### config.mk
export PLATFORM = sky130hd
export DESIGN_NAME = rom_scan_ctrl_flat
export DESIGN_NICKNAME = d
export VERILOG_FILES = /design/src/rtl/rom_scan_ctrl_if.sv /design/src/rtl/rom_scan_ctrl.sv /design/src/flat_wrapper.sv
export SDC_FILE = /design/constraint.sdc
export NUM_CORES = 1
export LEC_CHECK = 0
export BUFFER_PORTS_ARGS = -buffer_cell sky130_fd_sc_hd__buf_2
export CORE_MARGIN = 3
export CORE_UTILIZATION = 60
export DETAILED_ROUTE_END_ITERATION = 8
export PLACE_DENSITY = 0.92
export SLEW_MARGIN = 10
export SYNTH_ARGS = -nofsm -noshare
export SYNTH_HDL_FRONTEND = slang
export SYNTH_SLANG_ARGS = --single-unit
### constraint.sdc
create_clock -name clk -period 6.2 [get_ports clk]
set_input_delay 0.93 -clock clk [delete_from_list [all_inputs] [get_ports clk]]
set_output_delay 0.93 -clock clk [all_outputs]
set_load 0.02 [all_outputs]
### src/rtl/rom_scan_ctrl_if.sv
// rom_scan_ctrl_if
// Bundles the ROM read port and the pixel-pair stream of rom_scan_ctrl.
//   rom_en    : ROM read enable, one read per high cycle
//   rom_addr  : ROM byte address
//   rom_data  : ROM output, [15:8] byte at addr, [7:0] byte at addr+1
//   pix_valid : pixel pair valid
//   pix_ready : downstream accepts the pair
//   pix_data  : pixel pair, [15:8] left, [7:0] right
//   pix_sof   : first pair of the frame
//   pix_eol   : last pair of a row
//   pix_eof   : last pair of the frame
// master = the controller, slave = ROM plus downstream consumer.
interface rom_scan_ctrl_if #(
    parameter int ADDR_W = 19
);
    logic              rom_en;
    logic [ADDR_W-1:0] rom_addr;
    logic [31:0]       rom_data;
    logic              pix_valid;
    logic              pix_ready;
    logic [15:0]       pix_data;
    logic              pix_sof;
    logic              pix_eol;
    logic              pix_eof;

    modport master (
        output rom_en, rom_addr, pix_valid, pix_data, pix_sof, pix_eol, pix_eof,
        input  rom_data, pix_ready
    );

    modport slave (
        input  rom_en, rom_addr, pix_valid, pix_data, pix_sof, pix_eol, pix_eof,
        output rom_data, pix_ready
    );
endinterface

### src/rtl/rom_scan_ctrl.sv
// rom_scan_ctrl
// Walks the image ROM in address order, two pixels per read, and streams the
// pairs over a valid/ready port with sof/eol/eof markers. A 2-entry skid FIFO
// covers the one-cycle ROM latency so backpressure never loses a read.
// Ports:
//   clk   : clock, rising edge
//   rst   : asynchronous active-high reset
//   start : begin a frame scan (sampled in IDLE only)
//   abort : cancel a scan in progress
//   busy  : high while scanning
//   done  : one-cycle pulse after the last pair is accepted
//   bus   : ROM read port and pixel stream (master side)
//
// state  | meaning
// IDLE   | waiting for start
// SCAN   | issuing reads and streaming pairs
// FINISH | one-cycle done pulse after the eof pair
module rom_scan_ctrl #(
    parameter int IMG_W     = 640,
    parameter int IMG_H     = 320,
    parameter int ADDR_W    = 19,
    parameter int BASE_ADDR = 0
) (
    input  logic            clk,
    input  logic            rst,
    input  logic            start,
    input  logic            abort,
    output logic            busy,
    output logic            done,
    rom_scan_ctrl_if.master bus
);

    localparam int N_READS   = IMG_W * IMG_H / 2;
    localparam int RD_W      = $clog2(N_READS + 1);
    localparam int PAIRS_ROW = IMG_W / 2;
    localparam int COL_W     = (PAIRS_ROW > 1) ? $clog2(PAIRS_ROW) : 1;
    localparam int ROW_W     = (IMG_H > 1) ? $clog2(IMG_H) : 1;

    localparam logic [RD_W-1:0]   RD_TOTAL = RD_W'(N_READS);
    localparam logic [COL_W-1:0]  COL_LAST = COL_W'(PAIRS_ROW - 1);
    localparam logic [ROW_W-1:0]  ROW_LAST = ROW_W'(IMG_H - 1);
    localparam logic [ADDR_W-1:0] ADDR0    = ADDR_W'(BASE_ADDR);

    typedef enum logic [1:0] {
        S_IDLE,
        S_SCAN,
        S_FINISH
    } state_t;

    state_t            state, state_nxt;
    logic [ADDR_W-1:0] addr_q;
    logic [RD_W-1:0]   rd_left;
    logic              inflight;
    logic [1:0]        occ;
    logic [15:0]       fifo_0, fifo_1;
    logic [COL_W-1:0]  col;
    logic [ROW_W-1:0]  row;

    logic              pop, push, issue;
    logic [2:0]        pending;
    logic              unused_rom_hi;

    assign unused_rom_hi = ^bus.rom_data[31:16];

    // Output side
    assign bus.pix_valid = (occ != 2'd0);
    assign bus.pix_data  = bus.pix_valid ? fifo_0 : 16'h0000;
    assign bus.pix_sof   = bus.pix_valid && (row == '0) && (col == '0);
    assign bus.pix_eol   = bus.pix_valid && (col == COL_LAST);
    assign bus.pix_eof   = bus.pix_eol && (row == ROW_LAST);

    assign pop = bus.pix_valid & bus.pix_ready;

    // Reads already committed (queued + on the ROM) minus the one leaving now.
    // Never negative: pop implies occ >= 1.
    assign pending = {1'b0, occ} + {2'b00, inflight} - {2'b00, pop};

    assign issue = (state == S_SCAN) && !abort && (rd_left != '0) && (pending < 3'd2);
    assign push  = (state == S_SCAN) && !abort && inflight;

    assign bus.rom_en   = issue;
    assign bus.rom_addr = addr_q;

    always_ff @(posedge clk or posedge rst) begin
        if (rst) begin
            state <= S_IDLE;
        end else begin
            state <= state_nxt;
        end
    end

    always_comb begin
        state_nxt = state;
        busy      = 1'b0;
        done      = 1'b0;
        case (state)
            S_IDLE: begin
                if (start) begin
                    state_nxt = S_SCAN;
                end
            end
            S_SCAN: begin
                busy = 1'b1;
                if (abort) begin
                    state_nxt = S_IDLE;
                end else if (pop && bus.pix_eof) begin
                    state_nxt = S_FINISH;
                end
            end
            S_FINISH: begin
                done      = 1'b1;
                state_nxt = S_IDLE;
            end
            default: begin
                state_nxt = S_IDLE;
            end
        endcase
    end

    always_ff @(posedge clk or posedge rst) begin
        if (rst) begin
            addr_q   <= ADDR0;
            rd_left  <= '0;
            inflight <= 1'b0;
            occ      <= 2'd0;
            fifo_0   <= 16'h0000;
            fifo_1   <= 16'h0000;
            col      <= '0;
            row      <= '0;
        end else begin
            inflight <= issue;
            if (state == S_IDLE && start) begin
                addr_q  <= ADDR0;
                rd_left <= RD_TOTAL;
                occ     <= 2'd0;
                col     <= '0;
                row     <= '0;
            end else if (state == S_SCAN && abort) begin
                // Queued pairs are dropped; the read on the ROM is ignored
                // because inflight is not used outside SCAN.
                occ <= 2'd0;
            end else if (state == S_SCAN) begin
                if (issue) begin
                    addr_q  <= addr_q + ADDR_W'(2);
                    rd_left <= rd_left - RD_W'(1);
                end

                case ({push, pop})
                    2'b10: begin
                        if (occ == 2'd0) begin
                            fifo_0 <= bus.rom_data[15:0];
                        end else begin
                            fifo_1 <= bus.rom_data[15:0];
                        end
                        occ <= occ + 2'd1;
                    end
                    2'b01: begin
                        fifo_0 <= fifo_1;
                        occ    <= occ - 2'd1;
                    end
                    2'b11: begin
                        if (occ == 2'd1) begin
                            fifo_0 <= bus.rom_data[15:0];
                        end else begin
                            fifo_0 <= fifo_1;
                            fifo_1 <= bus.rom_data[15:0];
                        end
                    end
                    default: begin
                    end
                endcase

                if (pop) begin
                    if (col == COL_LAST) begin
                        col <= '0;
                        row <= (row == ROW_LAST) ? '0 : row + ROW_W'(1);
                    end else begin
                        col <= col + COL_W'(1);
                    end
                end
            end
        end
    end

endmodule

### src/flat_wrapper.sv
// flat-port wrapper written by rule: the top's interface ports become plain ports
module rom_scan_ctrl_flat 
#(
    parameter int IMG_W     = 640,
    parameter int IMG_H     = 320,
    parameter int ADDR_W    = 19,
    parameter int BASE_ADDR = 0
)
  (clk, rst, start, abort, busy, done, bus_rom_en, bus_rom_addr, bus_pix_valid, bus_pix_data, bus_pix_sof, bus_pix_eol, bus_pix_eof, bus_rom_data, bus_pix_ready);
  rom_scan_ctrl_if #(.ADDR_W(ADDR_W)) bus_i ();
  input  logic clk;
  input  logic rst;
  input  logic start;
  input  logic abort;
  output logic busy;
  output logic done;
  output wire logic [$bits(bus_i.rom_en)-1:0] bus_rom_en;
  output wire logic [$bits(bus_i.rom_addr)-1:0] bus_rom_addr;
  output wire logic [$bits(bus_i.pix_valid)-1:0] bus_pix_valid;
  output wire logic [$bits(bus_i.pix_data)-1:0] bus_pix_data;
  output wire logic [$bits(bus_i.pix_sof)-1:0] bus_pix_sof;
  output wire logic [$bits(bus_i.pix_eol)-1:0] bus_pix_eol;
  output wire logic [$bits(bus_i.pix_eof)-1:0] bus_pix_eof;
  input wire logic [$bits(bus_i.rom_data)-1:0] bus_rom_data;
  input wire logic [$bits(bus_i.pix_ready)-1:0] bus_pix_ready;
  assign bus_rom_en = bus_i.rom_en;
  assign bus_rom_addr = bus_i.rom_addr;
  assign bus_pix_valid = bus_i.pix_valid;
  assign bus_pix_data = bus_i.pix_data;
  assign bus_pix_sof = bus_i.pix_sof;
  assign bus_pix_eol = bus_i.pix_eol;
  assign bus_pix_eof = bus_i.pix_eof;
  assign bus_i.rom_data = bus_rom_data;
  assign bus_i.pix_ready = bus_pix_ready;
  rom_scan_ctrl #(.IMG_W(IMG_W), .IMG_H(IMG_H), .ADDR_W(ADDR_W), .BASE_ADDR(BASE_ADDR)) u_core (.clk(clk), .rst(rst), .start(start), .abort(abort), .busy(busy), .done(done), .bus(bus_i));
endmodule
==> results of run 1 <==
[layout make-up]
class	instances	share of cell area (%)
repair buffers	65	6.34
multi-input cells	354	44.1
well taps	99	2.34
clock buffers	13	3.00
clock inverters	2	0.236
flip-flops and latches	90	42.6
inverters	19	1.42
[final timing paths]
| path | startpoint | end | slack, ps | cells past startpoint |
|---|---|---|---|---|
| min in group asynchronous | rst | u_core.bus.rom_addr[16] | 930 | 3 |
| max in group asynchronous | rst | u_core.rd_left[10] | 4560 | 3 |
| worst max register to register | u_core.occ[1] | u_core.bus.rom_addr[17] | 1770 | 11 |
| worst min-delay path | u_core.fifo_1[0] | u_core.fifo_1[0] | 510 | 1 |
| worst max-delay path | u_core.occ[1] | bus_rom_en | 920 | 11 |
| worst min register to register | u_core.fifo_1[0] | u_core.fifo_1[0] | 510 | 1 |
[flip-flops by register name, indices dropped and copies added (netlist names)]
register	count
u_core.rd_left	17
u_core.inflight	1
u_core.fifo_1	16
u_core.fifo_0	16
u_core.bus.rom_addr	18
u_core.col	9
u_core.row	9
u_core.occ	2
u_core.state	2
[cells in the final DEF, fill, tap and decap left out, types with 8 or more instances in the layout]
master | synthesis | routed
inv_1 | 18 | 17
dfrtp_1 | 90 | 90
o21ai_0 | 16 | 16
nor3_1 | 8 | 8
o31ai_1 | 10 | 10
nor2b_1 | 19 | 19
a21oi_1 | 28 | 28
nand4_1 | 8 | 8
xor2_1 | 8 | 8
ha_1 | 9 | 9
nand2_1 | 32 | 32
buf_2 | 2 | 61
mux2i_1 | 19 | 19
nor4_1 | 11 | 11
xnor2_1 | 18 | 18
or4_1 | 10 | 10
nor2_1 | 53 | 53
clkbuf_8 | 0 | 11
mux2_2 | 16 | 16
nand3_1 | 23 | 23
[report_power, final]
| part | internal [W] | total (W) | switching [W] | leakage [nW] |
|---|---|---|---|---|
| combinational | 0.000241 | 0.000628 | 0.000387 | 1.12 |
| sequential | 0.000733 | 0.000860 | 0.000127 | 1.16 |
| clock | 0.000165 | 0.000364 | 0.000199 | 0.0855 |
| total | 0.00114 | 0.00185 | 0.000714 | 2.37 |
[stage by stage]
stage               power (W)  area (um^2)  hold slack (ps)  instances
floorplan             0.00132         4760              470        488
global placement      0.00144         5120              487        627
detailed placement    0.00148         5120              494        627
CTS                   0.00185         5290              512        642
global route          0.00197         5290              523        642
finish                0.00185         5290              511        642
[cell usage after synthesis, drive strengths merged, types with 2 or more instances]
| cell type | n | share of area [%] |
|---|---|---|
| buf | 6 | 1.0 |
| and4 | 2 | 0.37 |
| mux2 | 16 | 3.8 |
| nor3 | 8 | 0.84 |
| nor4 | 11 | 1.4 |
| nand4 | 8 | 1.1 |
| and3 | 7 | 0.92 |
| o31ai | 10 | 1.6 |
| nor2 | 53 | 4.2 |
| a211oi | 6 | 0.95 |
| dfrtp | 90 | 47 |
| nand2b | 3 | 0.39 |
| o21ai | 17 | 2.0 |
| inv | 19 | 1.6 |
| nand3 | 23 | 2.4 |
| o211ai | 4 | 0.63 |
| mux2i | 19 | 4.0 |
| nand2 | 32 | 2.5 |
| nor2b | 19 | 2.5 |
| a21oi | 28 | 2.9 |
| a31oi | 2 | 0.26 |
| xnor2 | 18 | 3.3 |
| nor4bb | 2 | 0.42 |
| xor2 | 8 | 1.5 |
| clkbuf | 19 | 1.5 |
| ha | 9 | 2.4 |
| nand3b | 2 | 0.32 |
| or4 | 11 | 1.8 |
| nor3b | 2 | 0.32 |
| a2111oi | 5 | 0.92 |
| or3 | 5 | 0.66 |
| a22o | 2 | 0.37 |
| and2 | 3 | 0.39 |
| or2 | 3 | 0.39 |
[per-layer routing]
metal | global-route usage [%] | up-vias | routed length (um)
met3 | 6.79 | 13 | 802
li1 | - | 1845 | -
met1 | 32.2 | 1891 | 4430
met4 | 9.50 | 0 | 140
met5 | 0 | - | 0
met2 | 39.5 | 148 | 5150
[worst register-to-register path, delay by kind of cell (launching register included)]
kind	cells	cell delay, ps
AOI/OAI and AO/OA	2	410
xor gates and xnor gates	1	210
adders and majority gates	2	1240
buffers and inverters	1	130
DFF	1	460
and+or+nand+nor	5	1920
[kinds of logic after synthesis]
logic type                 synth area share, %
DFF                                       47.4
xor gates and xnor gates                  4.79
other                                   0.0789
buffers and inverters                     4.05
and+or+nand+nor                           21.4
AOI/OAI and AO/OA                         11.8
muxes                                     7.79
adders and majority gates                 2.79
==> flow_metrics.tcl, run 1 <==
set metrics [dict create \
    finalHoldViolCount 0 \
    vias 3897 \
    final_util_pct 70.7 \
    die_h_um 95.0 \
    coreArea_um2 7490 \
    postCtsSetupRepairBufs 0 \
    grt_overflow 0 \
    pwr_density_cell_nw_per_um2 350 \
    cts_tree "yes" \
    clkTransAtPathRegs_ps 80 \
    dr.pass1.iters 5 \
    multi_input_area_um2 2330 \
    dp_hpwl_um 7080 \
    path_max_fanout 24 \
    nets 586 \
    ys_ff_latch 90 \
    fillers 535 \
    die_w_um 95.0 \
    netlist_instances 488 \
    hp-class "reg2reg" \
    grt_max_degree 91 \
    finalCritPeriodShare_pct 85.1 \
    clock_sinks 90 \
    min_period_ps 5280 \
    cts_buffer_depth 2 \
    slowest_delay_ps 760 \
    ctsResizeCount 0 \
    cp_slowest_cell "ha_1" \
    drt-initial-drc-count 336 \
    syn_nets 535 \
    dieArea_um2 9030 \
    max_clock_freq_mhz 189 \
    setup_viol 0 \
    drive_gt1_share_pct 19.5 \
    syn_area_um2 4760 \
    ioPinCount 79 \
    via_per_inst 6.07 \
    initial_core_util_pct 63.5 \
    place.gp.congestion 0.855 \
    ant_nets 0 \
    drt_wl_total_um 10500 \
    fin_ws_ps 923 \
    antenna_found_initial 0 \
    antenna_cells 0 \
    path_cells "inv_1, ha_1, nand2b_1, xnor2_1, nand2_1, fa_1, nor4bb_1, and2_0, o21ai_4, inv_4, buf_2" \
    peakVddDrop_mv 0.214 \
    grt_first_pass_wirelength_um 17600 \
    cts_root_buf "clkbuf_8" \
    synth_ff_type "dfrtp_1" \
    crit_buf_inv 3 \
    clkLatencyLatePin_ps 360 \
    rows 31 \
    status "finished, final reports clean" \
    synth-edff-count 0 \
    max_cap_viol_count 0 \
    crit_arrival_ps 4350 \
    yosys.cell_types.count 56 \
    htreeDepth 3 \
    track_usage_pct 24.7 \
    rsz0062_at_grt "no" \
    portBuffers 61 \
    cts_buffers 9 \
    avgRoutedWirePerCell_um 16.4 \
    criticalPathCategory "reg2out" \
    layout.area.seq_um2 2250 \
    setup_tns_ps 0 \
    dp_slack_ps 1350 \
    hold_buffers 0 \
    syn_area_per_cell_um2 9.75 \
    p_leak_nw 2.37 \
    grt_pass1_vias 3835 \
    drv_slew 0 \
    ys_seq_area_share_pct 47.4 \
    relSlewSlack_pct 21.6 \
    startpoint_type "flip-flop" \
    critical_path_required_ps 5270 \
    tightest_slew_ps 1170 \
    drc 0 \
    yosysWarnings 0 \
    async_flop_share_pct 100 \
    cpLargestDelayFamily "simple AND/OR/NAND/NOR gates" \
    skew_ps 10.9 \
    area.growth.synth_to_final_pct 11.3 \
    endpoint_kind "output pin" \
]
No activity file was read; power rests on OpenSTA's default activity.
==> inputs of run 2 (changes only) <==
--- a/config.mk
+++ b/config.mk
@@ -7,10 +7,9 @@
 export LEC_CHECK = 0
 export BUFFER_PORTS_ARGS = -buffer_cell sky130_fd_sc_hd__buf_2
 export CORE_MARGIN = 3
-export CORE_UTILIZATION = 60
+export CORE_UTILIZATION = 51
 export DETAILED_ROUTE_END_ITERATION = 8
-export PLACE_DENSITY = 0.92
-export SLEW_MARGIN = 10
+export PLACE_DENSITY = 0.84
 export SYNTH_ARGS = -nofsm -noshare
 export SYNTH_HDL_FRONTEND = slang
 export SYNTH_SLANG_ARGS = --single-unit
==> constraint.sdc (replaced) <==
create_clock -name clk -period 4.3 [get_ports clk]
set_input_delay 0.645 -clock clk [delete_from_list [all_inputs] [get_ports clk]]
set_output_delay 0.645 -clock clk [all_outputs]
set_load 0.02 [all_outputs]
==> flow_metrics.tcl, run 2 (synthesis results as in run 1) <==
set metrics [dict create \
    p_total_w 0.00272 \
    area.growth.synth_to_final_pct 12.8 \
    dp_slack_ps 612 \
    drt-initial-drc-count 283 \
    drc 0 \
    die_h_um 103 \
    relSlewSlack_pct 20.2 \
    drt_wl_total_um 10300 \
    setup_tns_ps 0 \
    coreArea_um2 8890 \
    hp-class "in2async" \
    cts_buffer_depth 2 \
    grt_pass1_vias 3914 \
    skew_ps 10.5 \
    pwr_density_cell_nw_per_um2 508 \
    track_usage_pct 20.9 \
    cts_tree "yes" \
    die_w_um 103 \
    combinationalPowerShare_pct 33.0 \
    p_seq_share_pct 45.5 \
    antenna_cells 0 \
    final_cells 655 \
    crit_arrival_ps 3350 \
    hold_buffers 0 \
    layout_commonest_cell "dfrtp_1" \
    postCtsSetupRepairBufs 0 \
    grt_overflow 0 \
    ctsResizeCount 0 \
    clockPowerShare_pct 21.4 \
    p_leak_nw 2.41 \
    cts_root_buf "clkbuf_8" \
    initial_core_util_pct 53.5 \
    clock_sinks 90 \
    clkLatencyLatePin_ps 350 \
    via_per_inst 5.83 \
    finalInstanceArea_um2 5370 \
    htreeDepth 3 \
    path_max_fanout 21 \
    endpoint_kind "output pin" \
    finalHoldViolCount 0 \
    grt_max_degree 61 \
    portBuffers 61 \
    startpoint_type "flip-flop" \
    vias 3818 \
    post-place-cells 639 \
    dr.pass1.iters 4 \
    tightest_slew_ps 1190 \
    criticalPathCategory "reg2out" \
    finalCritPeriodShare_pct 92.8 \
    dieArea_um2 10500 \
    peakVddDrop_mv 0.311 \
    sw_frac_of_total_pct 37.8 \
    rsz0062_at_grt "no" \
    antenna_found_initial 0 \
    grt_first_pass_wirelength_um 17700 \
    ant_nets 0 \
    drv_slew 0 \
    drive_gt1_share_pct 20.7 \
    netSwitchingPower_w 0.00103 \
    max_cap_viol_count 0 \
    avgRoutedWirePerCell_um 15.7 \
    max_clock_freq_mhz 251 \
    status "finished, final reports clean" \
    layout.area.seq_um2 2250 \
    post_dp_cell_area_um2 5150 \
    critical_path_required_ps 3650 \
    largest_register_ffs 18 \
    final_cell_mix "dfrtp_1, buf_2, nor2_1" \
    ioPinCount 79 \
    clkTransAtPathRegs_ps 90 \
    min_period_ps 3990 \
    nets 589 \
    fillers 728 \
    multi_input_area_um2 2340 \
    fin_ws_ps 309 \
    rows 34 \
    cts_buffers 9 \
    dp_hpwl_um 7340 \
    place.gp.congestion 0.866 \
    internal_power_w 0.00170 \
    setup_viol 0 \
]
==> run 2: worst paths after layout <==
| path | cells past startpoint | endpoint | slack (ps) | from |
|---|---|---|---|---|
| min in group clk | 1 | u_core.fifo_1[15] | 510 | u_core.fifo_1[15] |
| max in group asynchronous | 3 | u_core.state[1] | 2850 | rst |
| min | 2 | u_core.rd_left[7] | 500 | rst |
| max | 12 | bus_rom_en | 310 | u_core.occ[1] |
| min reg2reg | 1 | u_core.fifo_1[15] | 510 | u_core.fifo_1[15] |
| max reg2reg | 13 | u_core.rd_left[10] | 810 | u_core.occ[1] |
==> run 2: layer usage <==
layer | wire (um) | global-route usage (%) | vias to the layer above
met1 | 4390 | 25.7 | 1854
met5 | 0 | 0 | -
met4 | 161 | 8.38 | 0
met2 | 5090 | 35.7 | 104
li1 | - | - | 1843
met3 | 660 | 4.67 | 17
==> run 2: worst max-delay path, stage by stage, from the launching register on <==
cell      delay (ps)
dfrtp_1          450
inv_1            110
ha_1             200
nand2b_1         290
xnor2_2          250
nand2_1          100
fa_1             480
nor4bb_1         200
buf_4            170
and2_0           210
o21ai_4          200
inv_4            150
buf_2            180
==> run 2: power by group through the flow <==
stage / sequential (W) / clock [W] / combinational, W
4_1_cts: 0.00124 / 0.000593 / 0.000904
6_report: 0.00124 / 0.000584 / 0.000900
5_1_grt: 0.00127 / 0.000636 / 0.00101
2_1_floorplan: 0.00121 / 0 / 0.000699
3_5_place_dp: 0.00125 / 0 / 0.000898
3_3_place_gp: 0.00123 / 0 / 0.000860
==> run 2: metrics by stage <==
stage | hold slack (ps) | utilization [%]
after floorplan | 470 | -
after global placement | 486 | 58.0
after detailed placement | 494 | 58.0
after CTS | 513 | 60.3
after global routing | 526 | 60.4
final | 498 | 60.4
==> run 2: layout make-up <==
type	instances	share of cell area [%]
multi-input cells	354	43.6
flip-flops and latches	90	42.0
repair buffers	68	6.67
clock buffers	10	2.56
well taps	108	2.52
inverters	19	1.40
clock inverters	6	1.24
==> inputs of run 3 (changes only) <==
--- a/config.mk
+++ b/config.mk
@@ -10,6 +10,7 @@
 export CORE_UTILIZATION = 51
 export DETAILED_ROUTE_END_ITERATION = 8
 export PLACE_DENSITY = 0.84
+export RECOVER_POWER = 50
 export SYNTH_ARGS = -nofsm -noshare
 export SYNTH_HDL_FRONTEND = slang
 export SYNTH_SLANG_ARGS = --single-unit
==> flow_metrics.tcl, run 3 (synthesis results as in run 1) <==
set metrics [dict create \
    status "finished, violations left" \
    violations "capacitance limit, slew limit" \
    relSlewSlack_pct -73.6 \
    pwr_density_cell_nw_per_um2 511 \
    path_max_fanout 21 \
    vias 3815 \
    ioPinCount 79 \
    setup_viol 0 \
    cts_root_buf "clkbuf_8" \
    die_w_um 103 \
    largest_register_ffs 18 \
    via_per_inst 5.82 \
    area.growth.synth_to_final_pct 12.3 \
    place.gp.congestion 0.866 \
    portBuffers 61 \
    clkLatencyLatePin_ps 360 \
    coreArea_um2 8890 \
    initial_core_util_pct 53.5 \
    rows 34 \
    hp-class "reg2reg" \
    min_period_ps 3990 \
    cts_buffer_depth 2 \
    tightest_slew_ps 2590 \
    dr.pass1.iters 5 \
    clkTransAtPathRegs_ps 80 \
    drc 0 \
    drt-met1-wl_um 4450 \
    grt_max_degree 61 \
    wl_met2_um 5090 \
    setup_tns_ps 0 \
    drt-initial-drc-count 277 \
    die_h_um 103 \
    finalInstanceArea_um2 5340 \
    max_clock_freq_mhz 251 \
    antenna_found_initial 0 \
    nets 589 \
    endpoint_kind "output pin" \
    avgRoutedWirePerCell_um 15.9 \
    grt_overflow 0 \
    drv_slew 93 \
    ant_nets 0 \
    peakVddDrop_mv 0.311 \
    startpoint_type "flip-flop" \
    grt_first_pass_wirelength_um 17700 \
    skew_ps 14.5 \
    finalHoldViolCount 0 \
    post_dp_cell_area_um2 5150 \
    final_cell_mix "dfrtp_1, nor2_1, buf_2" \
    p_leak_nw 2.32 \
    layout_commonest_cell "dfrtp_1" \
    top_layer "met4" \
    crit_arrival_ps 3340 \
    dp_hpwl_um 7340 \
    cts_buffers 9 \
    rsz0062_at_grt "no" \
    met3WireLength_um 688 \
    finalCritPeriodShare_pct 92.8 \
    grt_pass1_vias 3914 \
    drive_gt1_share_pct 17.0 \
    ctsResizeCount 0 \
    htreeDepth 3 \
    postCtsSetupRepairBufs 0 \
    track_usage_pct 20.9 \
    max_cap_viol_count 2 \
    critical_path_required_ps 3650 \
    dieArea_um2 10500 \
    criticalPathCategory "reg2out" \
    clock_sinks 90 \
    drt_wl_total_um 10400 \
    hold_buffers 0 \
    cts_tree "yes" \
    antenna_cells 0 \
]
==> run 3: cell count changes in the layout (fill, tap and decap cells not counted) <==
| cell | previous run | this run |
|---|---|---|
| clkbuf_1 | 0 | 20 |
| buf_4 | 7 | 6 |
| clkinv_2 | 3 | 2 |
| clkinvlp_2 | 0 | 1 |
| buf_2 | 61 | 42 |
==> run 3: worst paths after layout <==
| check | from | to | slack (ps) | cells past startpoint |
|---|---|---|---|---|
| worst max register to register | u_core.occ[1] | u_core.rd_left[10] | 820 | 13 |
| worst min register to register | u_core.fifo_1[15] | u_core.fifo_1[15] | 510 | 1 |
| worst max-delay path | u_core.occ[1] | bus_rom_en | 310 | 12 |
| max in group asynchronous | rst | u_core.col[5] | 940 | 3 |
| worst min-delay path | u_core.fifo_1[15] | u_core.fifo_1[15] | 510 | 1 |
| min in group asynchronous | rst | u_core.rd_left[7] | 1000 | 2 |
==> run 3: where the power goes <==
part	switching, W	internal (W)	total (W)
clock network	0.000303	0.000286	0.000589
logic	0.000548	0.000350	0.000898
registers	0.000185	0.00106	0.00124
==> run 3: routing by layer <==
metal	track usage, %	vias up
li1	-	1838
met1	25.7	1836
met2	35.7	124
met3	4.67	17
met4	8.38	0
met5	0	-
==> run 3: critical path, cell delays in order (launching register included) <==
cell	delay, ps
dfrtp_1	450
inv_1	110
ha_1	200
nand2b_1	290
xnor2_2	250
nand2_1	100
fa_1	480
nor4bb_1	200
buf_4	170
and2_0	210
o21ai_4	200
inv_4	150
buf_2	180
==> run 3: final cells by class <==
| cell class | instances | area [um^2] |
|---|---|---|
| Timing Repair Buffer | 68 | 330 |
| Clock inverter | 6 | 66.3 |
| Clock buffer | 10 | 138 |
| Inverter | 19 | 75.1 |
| Sequential cell | 90 | 2250 |
| Multi-Input combinational cell | 354 | 2340 |
| Fill cell | 746 | 3550 |
| Tap cell | 108 | 135 |
==> run 3: through the flow <==
step	hold WS (ps)	power (W)	util (%)	cells	setup WS, ps
global placement	486	0.00209	58.0	639	733
detailed placement	494	0.00215	58.0	639	612
finish	511	0.00273	60.0	655	311
CTS	513	0.00273	60.3	655	226
floorplan	470	0.00191	-	488	838
global route	526	0.00291	60.0	655	29.9
